`src/rtl/seq_multdiv_pkg.sv`:
```
// Shared definitions for the sequential multiply/divide unit: FSM encoding,
// iteration count and the two's-complement magnitude helper.
package seq_multdiv_pkg;

    localparam int ITERS = 32;
    localparam logic [31:0] INT_MIN = 32'h8000_0000;

    typedef enum logic [1:0] {
        S_IDLE   = 2'd0,
        S_RUN    = 2'd1,
        S_FINISH = 2'd2
    } state_e;

    // Magnitude of a two's-complement word; INT_MIN maps to 0x80000000 unsigned.
    function automatic logic [31:0] abs32(input logic [31:0] v);
        return v[31] ? (32'd0 - v) : v;
    endfunction

endpackage

```
`src/rtl/seq_multdiv_add_sub.sv`:
```
// 32-bit adder/subtractor shared with the Booth accumulate path.
module seq_multdiv_add_sub (
    input  logic [31:0] a,
    input  logic [31:0] b,
    input  logic        sub,
    output logic [31:0] sum,
    output logic        ovf
);

    logic [31:0] b_eff_s;

    assign b_eff_s = sub ? ~b : b;
    assign sum     = a + b_eff_s + {31'd0, sub};
    assign ovf     = (a[31] == b_eff_s[31]) && (sum[31] != a[31]);

endmodule

```
`src/rtl/seq_multdiv.sv`:
```
// Multi-cycle signed 32-bit multiplier (radix-2 Booth) and restoring divider
// with a fixed 33-cycle latency from the start edge to the result pulse.
module seq_multdiv #(
    parameter int WIDTH = 32,
    parameter int ITERS = 32
) (
    input  logic        clock,
    input  logic        reset_n,
    input  logic [31:0] data_operandA,
    input  logic [31:0] data_operandB,
    input  logic        ctrl_MULT,
    input  logic        ctrl_DIV,
    output logic [31:0] data_result,
    output logic        data_exception,
    output logic        data_resultRDY,
    output logic        busy
);
    import seq_multdiv_pkg::*;

    state_e      state_r;
    logic [4:0]  count_r;
    logic        is_div_r;
    logic        div_neg_r;
    logic [31:0] a_r;
    logic [31:0] b_r;
    logic [31:0] p_hi_r;
    logic [31:0] p_lo_r;
    logic        q_m1_r;

    logic        start_s;
    logic [31:0] mag_b_s;
    logic        booth_sub_s;
    logic        booth_en_s;
    logic [31:0] booth_sum_s;
    logic        unused_ovf_s;
    logic [31:0] booth_hi_s;
    logic [32:0] rem_shift_s;
    logic [32:0] rem_trial_s;
    logic [31:0] fin_result_s;
    logic        fin_exc_s;

    assign start_s     = ctrl_MULT | ctrl_DIV;
    assign mag_b_s     = abs32(b_r);
    assign booth_sub_s = p_lo_r[0] & ~q_m1_r;
    assign booth_en_s  = p_lo_r[0] ^ q_m1_r;
    assign busy        = (state_r != S_IDLE);

    seq_multdiv_add_sub u_add_sub (
        .a   (p_hi_r),
        .b   (a_r),
        .sub (booth_sub_s),
        .sum (booth_sum_s),
        .ovf (unused_ovf_s)
    );

    // Next-step datapath values and the FINISH result/exception selection.
    always_comb begin
        booth_hi_s   = booth_en_s ? booth_sum_s : p_hi_r;
        // In divide mode p_hi_r holds the partial remainder, p_lo_r the dividend/quotient.
        rem_shift_s  = {p_hi_r, p_lo_r[31]};
        rem_trial_s  = rem_shift_s - {1'b0, mag_b_s};
        fin_result_s = 32'd0;
        fin_exc_s    = 1'b0;
        if (!is_div_r) begin
            fin_result_s = p_lo_r;
            fin_exc_s    = (p_hi_r != {32{p_lo_r[31]}});
        end else if (b_r == 32'd0) begin
            fin_result_s = 32'd0;
            fin_exc_s    = 1'b1;
        end else if ((a_r == INT_MIN) && (b_r == 32'hFFFF_FFFF)) begin
            fin_result_s = INT_MIN;
            fin_exc_s    = 1'b1;
        end else begin
            fin_result_s = div_neg_r ? (32'd0 - p_lo_r) : p_lo_r;
            fin_exc_s    = 1'b0;
        end
    end

    // FSM, iteration datapath and registered outputs; a start always wins.
    always_ff @(posedge clock or negedge reset_n) begin
        if (!reset_n) begin
            state_r        <= S_IDLE;
            count_r        <= 5'd0;
            is_div_r       <= 1'b0;
            div_neg_r      <= 1'b0;
            a_r            <= 32'd0;
            b_r            <= 32'd0;
            p_hi_r         <= 32'd0;
            p_lo_r         <= 32'd0;
            q_m1_r         <= 1'b0;
            data_result    <= 32'd0;
            data_exception <= 1'b0;
            data_resultRDY <= 1'b0;
        end else begin
            data_resultRDY <= 1'b0;
            if (start_s) begin
                state_r   <= S_RUN;
                count_r   <= 5'd0;
                is_div_r  <= ~ctrl_MULT;
                div_neg_r <= data_operandA[31] ^ data_operandB[31];
                a_r       <= data_operandA;
                b_r       <= data_operandB;
                p_hi_r    <= 32'd0;
                q_m1_r    <= 1'b0;
                p_lo_r    <= ctrl_MULT ? data_operandB : abs32(data_operandA);
            end else begin
                case (state_r)
                    S_IDLE: begin
                        state_r <= S_IDLE;
                    end
                    S_RUN: begin
                        if (is_div_r) begin
                            if (!rem_trial_s[32]) begin
                                p_hi_r <= rem_trial_s[31:0];
                                p_lo_r <= {p_lo_r[30:0], 1'b1};
                            end else begin
                                p_hi_r <= rem_shift_s[31:0];
                                p_lo_r <= {p_lo_r[30:0], 1'b0};
                            end
                        end else begin
                            p_hi_r <= {booth_hi_s[31], booth_hi_s[31:1]};
                            p_lo_r <= {booth_hi_s[0], p_lo_r[31:1]};
                            q_m1_r <= p_lo_r[0];
                        end
                        count_r <= count_r + 5'd1;
                        if (count_r == 5'(ITERS - 1)) begin
                            state_r <= S_FINISH;
                        end
                    end
                    S_FINISH: begin
                        data_result    <= fin_result_s;
                        data_exception <= fin_exc_s;
                        data_resultRDY <= 1'b1;
                        state_r        <= S_IDLE;
                    end
                    default: begin
                        state_r <= S_IDLE;
                    end
                endcase
            end
        end
    end

endmodule

```
`config.mk`:
```
export PLATFORM = sky130hd
export DESIGN_NAME = seq_multdiv
export DESIGN_NICKNAME = d
export VERILOG_FILES = /design/src/rtl/seq_multdiv_pkg.sv /design/src/rtl/seq_multdiv_add_sub.sv /design/src/rtl/seq_multdiv.sv
export SDC_FILE = /design/constraint.sdc
export NUM_CORES = 1
export LEC_CHECK = 0
export ABC_CLOCK_PERIOD_IN_PS = 14200
export BUFFER_PORTS_ARGS = -buffer_cell sky130_fd_sc_hd__buf_2
export CORE_ASPECT_RATIO = 1.1
export CORE_MARGIN = 2
export CORE_UTILIZATION = 50
export DETAILED_ROUTE_END_ITERATION = 8
export GPL_ROUTABILITY_DRIVEN = 0
export PLACE_DENSITY = 0.68
export SLEW_MARGIN = 10
export SYNTH_ARGS = -nofsm -noshare
export SYNTH_HDL_FRONTEND = slang
export SYNTH_HIERARCHICAL = 1
export SYNTH_SLANG_ARGS = --single-unit
```
`constraint.sdc`:
```
create_clock -name clock -period 14.2 [get_ports clock]
set_input_delay 2.84 -clock clock [delete_from_list [all_inputs] [get_ports clock]]
set_output_delay 2.84 -clock clock [all_outputs]
set_load 0.02 [all_outputs]
```
==> run metrics <==
outcome=complete, no violations; RSZ-0062 raised after global routing=false; WP data required=14.53 ns; synthesized instance count=1818; CTS tree=done; Hold Crit Depth=2; initial antenna violation count=0; Tcrit/Tclk final=38.4%; clk root buf=clkbuf_16; hold buffers post-CTS=0; WL final=46.1 mm; Slew Limit Fails=0; first-pass GRT wire length=73.0 mm; setup slack, reg-to-reg=8.75 ns; Cell Area, Synth=14400 µm²; Post-Syn Nets=1957; critical-path cell list=or4_4 -> nor3_1 -> nand4_1 -> nor3_1 -> nand2_1 -> nand2_1 -> xor2_1 -> ha_1 -> a21oi_1 -> o21ai_0 -> a211oi_1 -> o21ai_0 -> or4_1 -> nand4_1 -> buf_4 -> o211ai_1 -> a32o_1; Worst Setup End Kind=register; Startpoint Class=register; Initial DRT Pass Iterations=8; drt drc=0; Worst Tran Pin Value=1.05 ns; CTS HTree Levels=4; final setup violation count=0; Via density=6.23; CTS sink count=172; Crit path buffers/inverters=1; Final WS setup=8.75 ns; area of the multi-input gates=9550 µm²; Die H=182 µm; Remaining Overflow, GRT=0; DR iter-0 viols=1363; diodes inserted=0; # Post-CTS Setup Buffers=0; leak pwr=7.06 nW; CTS clk-pin slew, worst paths=0.07 ns; vias in the first global route=13200; share of cells above drive strength 1=10.5%; die area=30100 µm²; Reg area=4310 µm²; FF-to-FF End=p_hi_r[20]; Hold Path Class=reg2reg; WP depth=17; largest net degree at the start of global routing=112; Crit path arrival time=5.78 ns; Nets=1983; R2R depth=17; Cell Pwr Density=102 nW/µm²; worst skew pair latency=0.44 ns; dpl hpwl=34.8 mm; cts bufs inserted=17; Non-Filler Instances=2224; Placed Cells=2193; slowest cell delay on critical path=0.56 ns; utilization after layout=54.8%; # rows=65; I/O pins=103; f_max=0.183 GHz; Yosys warning count=6; CP max-delay cell=or4_4; fillers=2754; most frequent cells in the layout=368 x nand2_1, 171 x dfrtp_1, 141 x a21oi_1; Initial Utilization=50.5%; RR Startpoint=b_r[12]; Hold Slack=0.483 ns; Slew HR=30.3%; hold_sp=data_result[1]; post-place setup slack=8.76 ns; setup_tns=0 ns; minimum clock period=5.45 ns; post-route ant nets=0; Max-Cap Viols=0; Port Buffer Count=102; Layout area overhead=8.52%; GRT Overall Usage=30.3%; die extent in x=166 µm; Hold Path Sink=data_result[1]; commonest non-fill, non-tap cell in the layout=nand2_1; DR vias=13800; wire length per cell=20.7 µm; Setup Skew=0.00932 ns; Crit path max-delay family=simple AND/OR/NAND/NOR gates; Worst Path Max Fanout=56; Post-CTS Resized=0; Core Box Area=28500 µm²; synthesized area per cell=7.91 µm²; IR drop worst, VDD=0.0879 mV; clock buffer depth=2; Hold Vio Cnt, Final=0; Crit Path Category=reg2reg
-- cell type report --
type / count / share of cell area, %
multi-input cells: 1508 / 61.2
flip-flops and latches: 172 / 27.6
repair buffers: 113 / 3.84
well taps: 368 / 2.95
clock buffers: 18 / 2.81
clock inverters: 13 / 0.834
inverters: 32 / 0.770
-- how the worst max path moves through the flow --
| stage | slack, ns | start | end |
|---|---|---|---|
| global placement | 8.79 | ctrl_DIV | p_hi_r[31] |
| detailed placement | 8.76 | ctrl_DIV | p_hi_r[19] |
| finish | 8.75 | b_r[12] | p_hi_r[20] |
| floorplan | 9.26 | data_operandA[8] | p_lo_r[26] |
| CTS | 8.88 | b_r[12] | p_hi_r[20] |
| global route | 8.43 | b_r[12] | p_hi_r[14] |
-- per-stage QoR --
stage | power, mW | area [µm²]
after floorplan | 0.965 | 14400
after global placement | 1.11 | 15000
after detailed placement | 1.12 | 15000
after CTS | 1.59 | 15600
after global routing | 1.67 | 15600
final | 1.59 | 15600
-- power by group --
part           switching, mW  internal, mW
sequential            0.0669         0.521
combinational          0.327         0.208
clock                  0.220         0.250
-- routing by layer --
| metal | GRT usage, % | wire [µm] |
|---|---|---|
| met4 | 14.5 | 2190 |
| met2 | 48.8 | 21000 |
| met3 | 4.21 | 3070 |
| met1 | 40.4 | 19800 |
| met5 | 0 | 0 |
-- worst reg2reg max path: stages (launching register included) --
cell and delay (ns):
dfrtp_1 0.45, or4_4 0.56, nor3_1 0.40, nand4_1 0.38
nor3_1 0.26, nand2_1 0.13, nand2_1 0.11, xor2_1 0.17
ha_1 0.31, a21oi_1 0.33, o21ai_0 0.15, a211oi_1 0.27
o21ai_0 0.21, or4_1 0.53, nand4_1 0.09, buf_4 0.46
o211ai_1 0.21, a32o_1 0.30
-- sequential cells by signal, summed over array words and instances (netlist names) --
name,cells
q_m1_r,1
data_resultRDY,1
state_r,2
count_r,5
a_r,32
p_lo_r,32
div_neg_r,1
data_result,32
p_hi_r,32
data_exception,1
is_div_r,1
b_r,32
Power figures use the tool's default switching activity.
